## src/rtl/phy_serdes_lanes.sv

```systemverilog
// phy_serdes_lanes: multi-lane comma-aligned serializer/deserializer; define LOOPBACK_EN to add a TX-to-RX loopback input
module phy_serdes_lanes #(
    parameter int           LANES       = 2,
    parameter int           W           = 8,
    parameter logic [W-1:0] COMMA       = W'(8'hBC),
    parameter logic [W-1:0] IDLE        = W'(8'h7C),
    parameter int           SYNC_WORDS  = 4,
    parameter int           TX_PREAMBLE = 8
) (
    input  logic                 clk_8f,
    input  logic                 reset,
`ifdef LOOPBACK_EN
    input  logic                 loopback,
`endif
    input  logic [LANES*W-1:0]   data_in,
    input  logic [LANES-1:0]     valid_in,
    output logic                 word_tick,
    output logic                 tx_ready,
    output logic [LANES-1:0]     serial_out,
    input  logic [LANES-1:0]     serial_in,
    output logic [LANES*W-1:0]   data_out,
    output logic [LANES-1:0]     valid_out,
    output logic [LANES-1:0]     rx_active
);
    localparam int CW = $clog2(W);
    localparam int PW = $clog2(TX_PREAMBLE + 1);
    localparam int SW = $clog2(SYNC_WORDS + 1);
    localparam logic [CW-1:0] LAST     = CW'(W - 1);
    localparam logic [PW-1:0] PRE_END  = PW'(TX_PREAMBLE);
    localparam logic [SW-1:0] SYNC_END = SW'(SYNC_WORDS);
    localparam logic [1:0] SEARCH = 2'd0;
    localparam logic [1:0] ALIGN  = 2'd1;
    localparam logic [1:0] ACTIVE = 2'd2;

    logic [CW-1:0] cnt_q, cnt_d;
    logic [PW-1:0] pre_q, pre_d;

    assign word_tick = cnt_q == LAST;
    assign tx_ready  = pre_q == PRE_END;

    // word counter wraps every W cycles; preamble count saturates once the last comma is loaded
    always_comb begin
        cnt_d = word_tick ? '0 : cnt_q + 1'b1;
        pre_d = (word_tick && !tx_ready) ? pre_q + 1'b1 : pre_q;
    end

    // timing state shared by every lane
    always_ff @(posedge clk_8f or negedge reset) begin
        if (!reset) begin
            cnt_q <= '0;
            pre_q <= '0;
        end else begin
            cnt_q <= cnt_d;
            pre_q <= pre_d;
        end
    end

    for (genvar i = 0; i < LANES; i++) begin : g_lane
        logic [W-1:0]  tx_q, tx_d, rx_q, rx_d, dout_q, dout_d;
        logic [1:0]    st_q, st_d;
        logic [CW-1:0] ph_q, ph_d;
        logic [SW-1:0] cc_q, cc_d;
        logic          vld_q, vld_d, rx_bit, bnd;
`ifdef LOOPBACK_EN
        assign rx_bit = loopback ? tx_q[W-1] : serial_in[i];
`else
        assign rx_bit = serial_in[i];
`endif
        assign bnd                = ph_q == LAST;
        assign serial_out[i]      = tx_q[W-1];
        assign data_out[i*W +: W] = dout_q;
        assign valid_out[i]       = vld_q;
        assign rx_active[i]       = st_q == ACTIVE;

        // TX loads a whole word on the tick and otherwise shifts MSB-first; RX shifts in at the LSB
        always_comb begin
            tx_d = word_tick ? (!tx_ready ? COMMA : valid_in[i] ? data_in[i*W +: W] : IDLE) : {tx_q[W-2:0], 1'b0};
            rx_d = {rx_q[W-2:0], rx_bit};
        end

        // alignment FSM: hunt for a comma at any offset, confirm it at word spacing, then deliver data words
        always_comb begin
            st_d   = st_q;
            ph_d   = bnd ? '0 : ph_q + 1'b1;
            cc_d   = cc_q;
            dout_d = dout_q;
            vld_d  = 1'b0;
            if (st_q == SEARCH) begin
                if (rx_q == COMMA) begin
                    ph_d = '0;
                    cc_d = SW'(1);
                    st_d = ALIGN;
                end
            end else if (bnd) begin
                if (st_q == ALIGN) begin
                    if (rx_q == COMMA) begin
                        cc_d = cc_q + 1'b1;
                        st_d = (cc_d == SYNC_END) ? ACTIVE : ALIGN;
                    end else begin
                        cc_d = '0;
                        st_d = SEARCH;
                    end
                end else if (rx_q != COMMA && rx_q != IDLE) begin
                    dout_d = rx_q;
                    vld_d  = 1'b1;
                end
            end
        end

        // per-lane TX/RX registers
        always_ff @(posedge clk_8f or negedge reset) begin
            if (!reset) begin
                tx_q   <= '0;
                rx_q   <= '0;
                dout_q <= '0;
                st_q   <= SEARCH;
                ph_q   <= '0;
                cc_q   <= '0;
                vld_q  <= 1'b0;
            end else begin
                tx_q   <= tx_d;
                rx_q   <= rx_d;
                dout_q <= dout_d;
                st_q   <= st_d;
                ph_q   <= ph_d;
                cc_q   <= cc_d;
                vld_q  <= vld_d;
            end
        end
    end
endmodule

```

## config.mk

```make
export PLATFORM = sky130hd
export DESIGN_NAME = phy_serdes_lanes
export DESIGN_NICKNAME = d
export VERILOG_FILES = /design/src/rtl/phy_serdes_lanes.sv
export SDC_FILE = /design/constraint.sdc
export NUM_CORES = 1
export LEC_CHECK = 0
export ABC_CLOCK_PERIOD_IN_PS = 2440
export CAP_MARGIN = 20
export CORE_UTILIZATION = 45
export CTS_CLUSTER_DIAMETER = 40
export DETAILED_ROUTE_END_ITERATION = 10
export PLACE_DENSITY = 0.76
export SLEW_MARGIN = 10
export SYNTH_ARGS = -nofsm -noshare
export SYNTH_HDL_FRONTEND = slang
export SYNTH_SLANG_ARGS = --single-unit
```

## constraint.sdc

```tcl
create_clock -name clk_8f -period 2.44 [get_ports clk_8f]
set_input_delay 0.366 -clock clk_8f [delete_from_list [all_inputs] [get_ports clk_8f]]
set_output_delay 0.366 -clock clk_8f [all_outputs]
set_load 0.02 [all_outputs]
```

Yosys cells after proc, flatten, opt, wreduce, memory -nomap -nowiden --
Index checks and enable logic that the tools add are counted.
Storage, ports and cells: register bits after elaboration 73, input port bits 22, output and inout port bits 24, logic and storage cells 101
Cells by class: add/subtract/negate cells 6, eq/ne operators 18, multiplexer cells 43, bitwise gates (word level) 4, reductions and logical operators 14
Operators by type and width (number):
- 2-to-1 mux 3 bit | 17
- 2-to-1 mux 8 bit | 6
- 2-to-1 mux 2 bit | 12
- == test 8 bit, second input constant | 2
- != test 8 x 7 -> 1 bit, second input constant | 2
- != test 8 bit, second input constant | 2
- adder 3 x 1 -> 3 bit, second input constant | 5
- == test 3 bit, second input constant | 5
- 2-to-1 mux 1 bit | 8
- AND reduction 4 bit | 2
- nonzero test 2 bit | 4
- AND reduction 3 bit | 2
- adder 4 x 1 -> 4 bit, second input constant | 1
- == test 2 x 1 -> 1 bit, second input constant | 2
- == test 2 bit, second input constant | 2
- == test 4 bit, second input constant | 1
- zero test 2 bit | 2
- != test 2 x 1 -> 1 bit, second input constant | 2
- inverter 1 bit | 4
- logical AND 1 bit | 3
- zero test 1 bit | 1

Depth between registers and ports, before layout --
Gate-level depths: netlist (run 1).
depth in word-level cells 7, gate-level depth with buffers 8, gate-level depth less buffers 7

Worst setup path before layout (run 1) --
No wires, ideal clock.
path kind register to register, start register pre_q[0], end register g_lane[0].tx_q[2], library setup time 0.121 ns, arrival time 1.552 ns, required time 2.319 ns, slack 0.766 ns, stages on the path, launching flop included 9, path buffers 1, period minus slack after synthesis 1.674 ns, cells stage by stage dfrtp_1 -> inv_1 -> ha_1 -> nand2_1 -> or2_1 -> clkbuf_1 -> inv_1 -> nand3_1 -> o22a_1
Between the ends: longest elaborated chain between the ends 3
RTL lines:
- from (decl) | line 36 | logic [PW-1:0] pre_q, pre_d;
- from (signal assigned) | line 54 | pre_q <= pre_d;
- == test 4 bit | line 39 | assign tx_ready = pre_q == PRE_END;
- net tx_ready | line 18 | output logic tx_ready,
- 2-to-1 mux 8 bit (2 in a row) | line 77 | tx_d = word_tick ? (!tx_ready ? COMMA : valid_in[i] ? data_in[i*W +: W] : IDLE) : {tx_q[W-2:0], 1'b0};
- net g_lane[0].tx_d[2] | line 59 | logic [W-1:0] tx_q, tx_d, rx_q, rx_d, dout_q, dout_d;
- to (signal assigned) | line 121 | tx_q <= tx_d;
- to (decl) | line 59
The timed path passes the listed nets, and every way through them passes these cells. A chain may end at the register's enable or synchronous reset.

Worst setup path after layout (run 1) --
start register cnt_q[0], end output port word_tick
Between the ends: longest elaborated chain between the ends 1
RTL lines:
- from (decl) | line 35 | logic [CW-1:0] cnt_q, cnt_d;
- from (signal assigned) | line 53 | cnt_q <= cnt_d;
- == test 3 bit | line 38 | assign word_tick = cnt_q == LAST;
- to (decl) | line 17 | output logic word_tick,
Every way passes these cells.

==> impl_metrics.py, run 1 <==
metrics = {
    "routing": {
        "vias_per_cell": 5.245,
        "drt_first_pass_iters": 4,
        "postRouteAntennaNets": 0,
        "drt_iter0_drc": 79,
        "wl_per_cell_um": 13.63,
        "vias": 1904,
        "drc_errors": 0,
        "wirelength_mm": 4.947,
    },
    "power_and_ir_drop": {
        "ir_worst_vdd_mv": 0.3980,
        "p_clk_share_pct": 35.4,
        "switchingPower_uw": 672.5,
        "seq_power_share_pct": 53.8,
        "p_comb_share_pct": 10.9,
        "finalPower_mw": 2.466,
        "power.internal_mw": 1.794,
        "p_leak_nw": 1.666,
        "power.density_nw_per_um2": 666.2,
        "netSwitchingFraction_pct": 27.27,
    },
    "worst_setup_path": {
        "r2r_slack_ps": 580,
        "critPathArrivalTime_ps": 1660,
        "cp-start-kind": "register",
        "cp_max_fo": 2,
        "crit_path_end_kind": "output port",
        "worstSetupPathType": "register to output port",
        "required_ps": 2070,
    },
    "clock_network": {
        "clock_path_buffers": 2,
        "ctsHoldBuffers": 0,
        "cts_tree": "done",
        "insertion_delay_ps": 340,
        "root_buffer": "clkbuf_8",
        "cts_max_level": 3,
        "numCtsBuffers": 9,
        "path_clk_slew_ps": 80,
        "cts_setup_buffers": 0,
        "clkSinkCount": 73,
    },
    "layout": {
        "insertedDiodeCount": 0,
        "final_common_cell": "dfrtp_1",
        "layout_common_cells": "73 x dfrtp_1, 43 x clkdlybuf4s50_1, 15 x mux2_2",
        "drive_gt1_share_pct": 15.03,
        "areaGrowthSynthToFinish_pct": 23.34,
        "fin_util_pct": 57.97,
        "final_nets": 315,
    },
    "yosys": {
        "synth-seq-cells": 73,
        "postSynthAreaPerCell_sq_um": 12.88,
        "ys_types": 42,
        "synth_cells": 233,
        "seq_area_frac_synth_pct": 60.86,
        "synthesis.nets": 267,
        "synth_edf_count": 0,
        "synth_warnings": 0,
        "ys_async_sr_fraction_pct": 100.0,
        "ys.flop_type": "dfrtp_1",
        "synth_area_sq_um": 3002,
    },
    "status": {
        "status": "completed",
    },
    "timing": {
        "report.final.hold_viol_count": 0,
        "slew_violations": 0,
        "worst_pin_slew_ps": 594.5,
        "finalCritPeriodShare_pct": 83.18,
        "period_needed_ps": 2029,
        "setup_viol": 0,
        "setup_slack_ps": 410.5,
        "fin_skew_ps": 7.254,
        "grt_setup_unrepaired": "no",
        "max_slew_margin_pct": 60.37,
        "tns_ps": 0,
        "max_freq_ghz": 0.4927,
    },
    "grt": {
        "track_usage_pct": 15.82,
        "grt_pass1_vias": 1944,
        "grt_pass1_wl_mm": 8.673,
        "antenna_found_initial": 0,
        "gr-total-overflow": 0,
        "grt_max_degree": 49,
    },
    "floorplanning": {
        "die_y_um": 83.67,
        "fp-row-count": 29,
        "core_sq_um": 6386,
        "start_util_pct": 47.00,
        "fp.dieW_um": 83.67,
        "die-area_sq_um": 7001,
        "ios": 46,
    },
    "placement": {
        "portBuffers": 45,
        "globalplace.congestion": 0.7980,
        "place_hpwl_mm": 3.443,
        "post-place-ws_ps": 420.9,
    },
    "worst_hold_path": {
        "hold_class": "input port to async pin",
    },
    "run": {
        "maxCapViolations": 0,
    },
}
==> cells by family (layout without fill, tap and decap cells) <==
group / Yosys count / after routing / synth area share [%]
and+or+nand+nor: 57 / 57 / 12.09
xor gates and xnor gates: 7 / 7 / 2.043
buffers and inverters: 24 / 77 / 3.584
adders and majority gates: 12 / 12 / 5.002
AOI/OAI and AO/OA: 44 / 44 / 10.46
muxes: 16 / 16 / 5.961
DFF: 73 / 73 / 60.86
==> sequential cells by signal, summed over array words and instances, names as in the netlist <==
name / cells
g_lane.st_q: 4
g_lane.rx_q: 16
g_lane.vld_q: 2
g_lane.tx_q: 16
g_lane.ph_q: 6
g_lane.dout_q: 16
g_lane.cc_q: 6
cnt_q: 3
pre_q: 4
==> timing repair <==
action / CTS / global route
endpoints found under the setup margin: 0 / 1
resized for setup: 0 / 1
endpoints found under the hold margin: 0 / 0
==> metrics by stage <==
stage	hold slack [ps]	cells	cell area, sq um
global placement	379.7	347	3516
floorplan	70.41	233	3002
CTS	27.16	363	3700
finish	19.35	363	3702
global route	51.80	363	3702
detailed placement	385.8	347	3516
==> power groups by stage <==
stage / combinational, mW / sequential, mW / clock [mW]
floorplan: 0.171 / 1.33 / 0
global placement: 0.260 / 1.35 / 0
detailed placement: 0.273 / 1.35 / 0
CTS: 0.274 / 1.33 / 0.906
global route: 0.314 / 1.33 / 0.953
finish: 0.268 / 1.33 / 0.873
==> final cells by class <==
type                            count  area, sq um
Clock buffer                        9        123.9
Multi-Input combinational cell    136         1067
Clock inverter                      7        60.06
Sequential cell                    73         1827
Tap cell                           77        96.34
Timing Repair Buffer               47        475.5
Inverter                           14        52.55
Fill cell                         521         2684
==> synth_stat cells, types with 2 or more instances <==
library cell / instances / area share [%]
o21bai_1: 2 / 0.50
xor2_1: 3 / 0.88
or2_1: 2 / 0.42
a2bb2oi_1: 2 / 0.58
ha_1: 12 / 5.0
dfrtp_1: 73 / 61
nand4_1: 4 / 0.83
o21ai_0: 7 / 1.2
mux2_2: 15 / 5.6
buf_4: 4 / 1.0
nand3_1: 5 / 0.83
or3_1: 2 / 0.42
nand2_1: 8 / 1.0
xnor2_1: 4 / 1.2
nor3b_2: 2 / 0.83
nor2_1: 13 / 1.6
a21oi_1: 9 / 1.5
o22ai_1: 4 / 0.83
nor2b_1: 10 / 2.1
inv_1: 14 / 1.8
o22a_1: 12 / 3.5
clkbuf_1: 4 / 0.50
and2_1: 2 / 0.42
a31oi_1: 2 / 0.42
==> routing by layer <==
layer | vias up | share of wire (%) | GRT usage (%)
met5 | - | 0 | 0
met4 | 0 | 1.2 | 7.704
met3 | 8 | 5.1 | 4.451
met2 | 56 | 46 | 23.73
met1 | 928 | 48 | 21.22
li1 | 912 | - | -
==> path summary, 6_finish.rpt <==
kind,from,endpoint,cells after the start
max,cnt_q[0],word_tick,3
min,reset,g_lane[1].tx_q[7],1
max reg2reg,g_lane[0].ph_q[0],g_lane[0].dout_q[5],5
min reg2reg,g_lane[1].rx_q[1],g_lane[1].rx_q[2],0
max in group asynchronous,reset,g_lane[0].rx_q[3],2
min in group clk_8f,g_lane[1].rx_q[1],g_lane[1].rx_q[2],0
==> critical path, cell delays in order, from the launching register on <==
cell,delay (ps)
dfrtp_1,390
ha_1,200
ha_1,190
clkdlybuf4s50_1,540
Note: power is estimated with default switching activity, not from simulation.
==> run 2, diff against run 1 <==
ABC_CLOCK_PERIOD_IN_PS = 2100   (was 2440)
clock period = 2.1 ns   (was 2.44 ns; I/O delays follow)
==> impl_metrics.py, run 2 (synthesized netlist as in run 1, its figures left out) <==
metrics = {
    "status": {
        "status": "completed",
    },
    "timing": {
        "fin_skew_ps": 8.676,
        "max_freq_ghz": 0.5022,
        "tns_ps": 0,
        "max_slew_margin_pct": 63.11,
        "report.final.hold_viol_count": 0,
        "grt_setup_unrepaired": "no",
        "period_needed_ps": 1991,
        "setup_viol": 0,
        "worst_pin_slew_ps": 553.4,
        "slew_violations": 0,
        "finalCritPeriodShare_pct": 94.81,
    },
    "placement": {
        "portBuffers": 45,
        "globalplace.congestion": 0.7425,
        "place_hpwl_mm": 3.437,
    },
    "worst_setup_path": {
        "crit_chain": "inv_1 -> ha_1 -> nand2_1 -> or2_1 -> inv_1 -> dlygate4sd2_1",
        "cpMaxStageDelayCell": "dfrtp_1",
        "slowest_delay_ps": 430,
        "critPathArrivalTime_ps": 1680,
        "required_ps": 1780,
        "cp-start-kind": "register",
        "cp_common_cell": "inv_1",
        "cp_max_fo": 4,
        "crit_path_end_kind": "output port",
        "critical_path.top_delay_family": "buffers and inverters",
        "crit_buf_inv": 3,
        "worstSetupPathType": "register to output port",
    },
    "routing": {
        "wl_per_cell_um": 13.85,
        "vias": 1917,
        "vias_per_cell": 5.252,
        "drt_iter0_drc": 61,
        "postRouteAntennaNets": 0,
        "drc_errors": 0,
        "wirelength_mm": 5.055,
        "drt_first_pass_iters": 4,
    },
    "power_and_ir_drop": {
        "p_leak_nw": 1.688,
        "p_clk_share_pct": 39.9,
        "power.internal_mw": 2.320,
        "switchingPower_uw": 763.4,
        "netSwitchingFraction_pct": 24.76,
        "ir_worst_vdd_mv": 0.5107,
        "finalPower_mw": 3.084,
        "p_comb_share_pct": 10.2,
        "seq_power_share_pct": 49.9,
        "power.density_nw_per_um2": 820.7,
    },
    "layout": {
        "insertedDiodeCount": 0,
        "largest_registers": "g_lane.dout_q x16, g_lane.rx_q x16, g_lane.tx_q x16",
        "final_nets": 317,
        "multiInputGateArea_sq_um": 1067,
        "layout_common_cells": "72 x dfrtp_1, 43 x clkdlybuf4s50_1, 15 x mux2_2",
        "fin_util_pct": 58.84,
        "seqCellArea_sq_um": 1828,
        "fill_cells": 543,
        "final_common_cell": "dfrtp_1",
        "areaGrowthSynthToFinish_pct": 25.18,
        "drive_gt1_share_pct": 15.63,
    },
    "clock_network": {
        "insertion_delay_ps": 340,
        "clock_path_buffers": 2,
        "cts_max_level": 3,
        "cts_tree": "done",
        "path_clk_slew_ps": 80,
        "numCtsBuffers": 9,
        "root_buffer": "clkbuf_8",
        "clkSinkCount": 73,
        "cts_setup_buffers": 0,
    },
    "floorplanning": {
        "fp-row-count": 29,
        "die_y_um": 83.67,
        "start_util_pct": 47.00,
        "ios": 46,
        "die-area_sq_um": 7001,
        "fp.dieW_um": 83.67,
        "core_sq_um": 6386,
    },
    "grt": {
        "gr-total-overflow": 0,
        "grt_use_met2_pct": 25.79,
        "track_usage_pct": 16.26,
        "grtUsageMet3_pct": 6.429,
        "top_usage_layer": "met2",
        "grt_pass1_vias": 2000,
        "grt_max_degree": 51,
        "gr-usage-met1_pct": 20.71,
        "grt_pass1_wl_mm": 8.942,
        "antenna_found_initial": 0,
    },
    "worst_hold_path": {
        "hold_class": "register to register",
    },
    "run": {
        "maxCapViolations": 0,
    },
}
## run 2: worst reg2reg max path, delay by kind of cell (launching register included)
kind            cells  cell delay [ps]
fa+ha+maj           2              470
mux                 1              390
flops               1              370
compound gates      1              380
simple gates        1              140
## run 2: area by class of cell
cell class                 count  share of cell area, %
sequential                    73                  48.65
multi-input combinational    136                  28.40
timing repair buffer          49                  13.02
clock buffer                   9                  3.297
clock inverter                 7                  2.664
tap                           77                  2.564
inverter                      14                  1.399
## run 2: layer usage
metal,part of all wire (%),up-vias
li1,-,912
met1,46,959
met2,48,43
met3,5.5,3
met4,0.59,0
met5,0,-
## run 2: final timing paths
path	startpoint	end	slack, ps	cells after the start
worst min register to register	g_lane[0].rx_q[0]	g_lane[0].rx_q[1]	410	0
worst min-delay path	g_lane[0].rx_q[0]	g_lane[0].rx_q[1]	410	0
min in group asynchronous	reset	cnt_q[2]	480	2
max in group asynchronous	reset	g_lane[0].st_q[1]	970	3
worst max register to register	g_lane[0].ph_q[0]	g_lane[0].dout_q[1]	250	5
worst max-delay path	pre_q[0]	tx_ready	110	6
## run 2: timing repair
action / CTS / global route
setup endpoints to repair: 1 / 1
hold endpoints to repair: 23 / 0
hold buffers: 1 / 0
gates resized for setup: 1 / 1
## run 2: power by group through the flow
stage / Combinational [mW] / Sequential (mW) / Clock [mW]
final: 0.313 / 1.54 / 1.23
after global routing: 0.374 / 1.55 / 1.32
after CTS: 0.322 / 1.54 / 1.27
after detailed placement: 0.315 / 1.57 / 0
after global placement: 0.303 / 1.56 / 0
after floorplan: 0.199 / 1.55 / 0
## run 2: stage by stage
stage	hold WS, ps	std cells	setup slack, ps	cell area [sq um]
floorplan	19.41	233	426.2	3002
global placement	331.2	348	251.4	3523
detailed placement	329.9	348	212.6	3523
CTS	388.1	365	74.40	3756
global route	394.5	365	18.11	3757
finish	405.3	365	108.9	3757
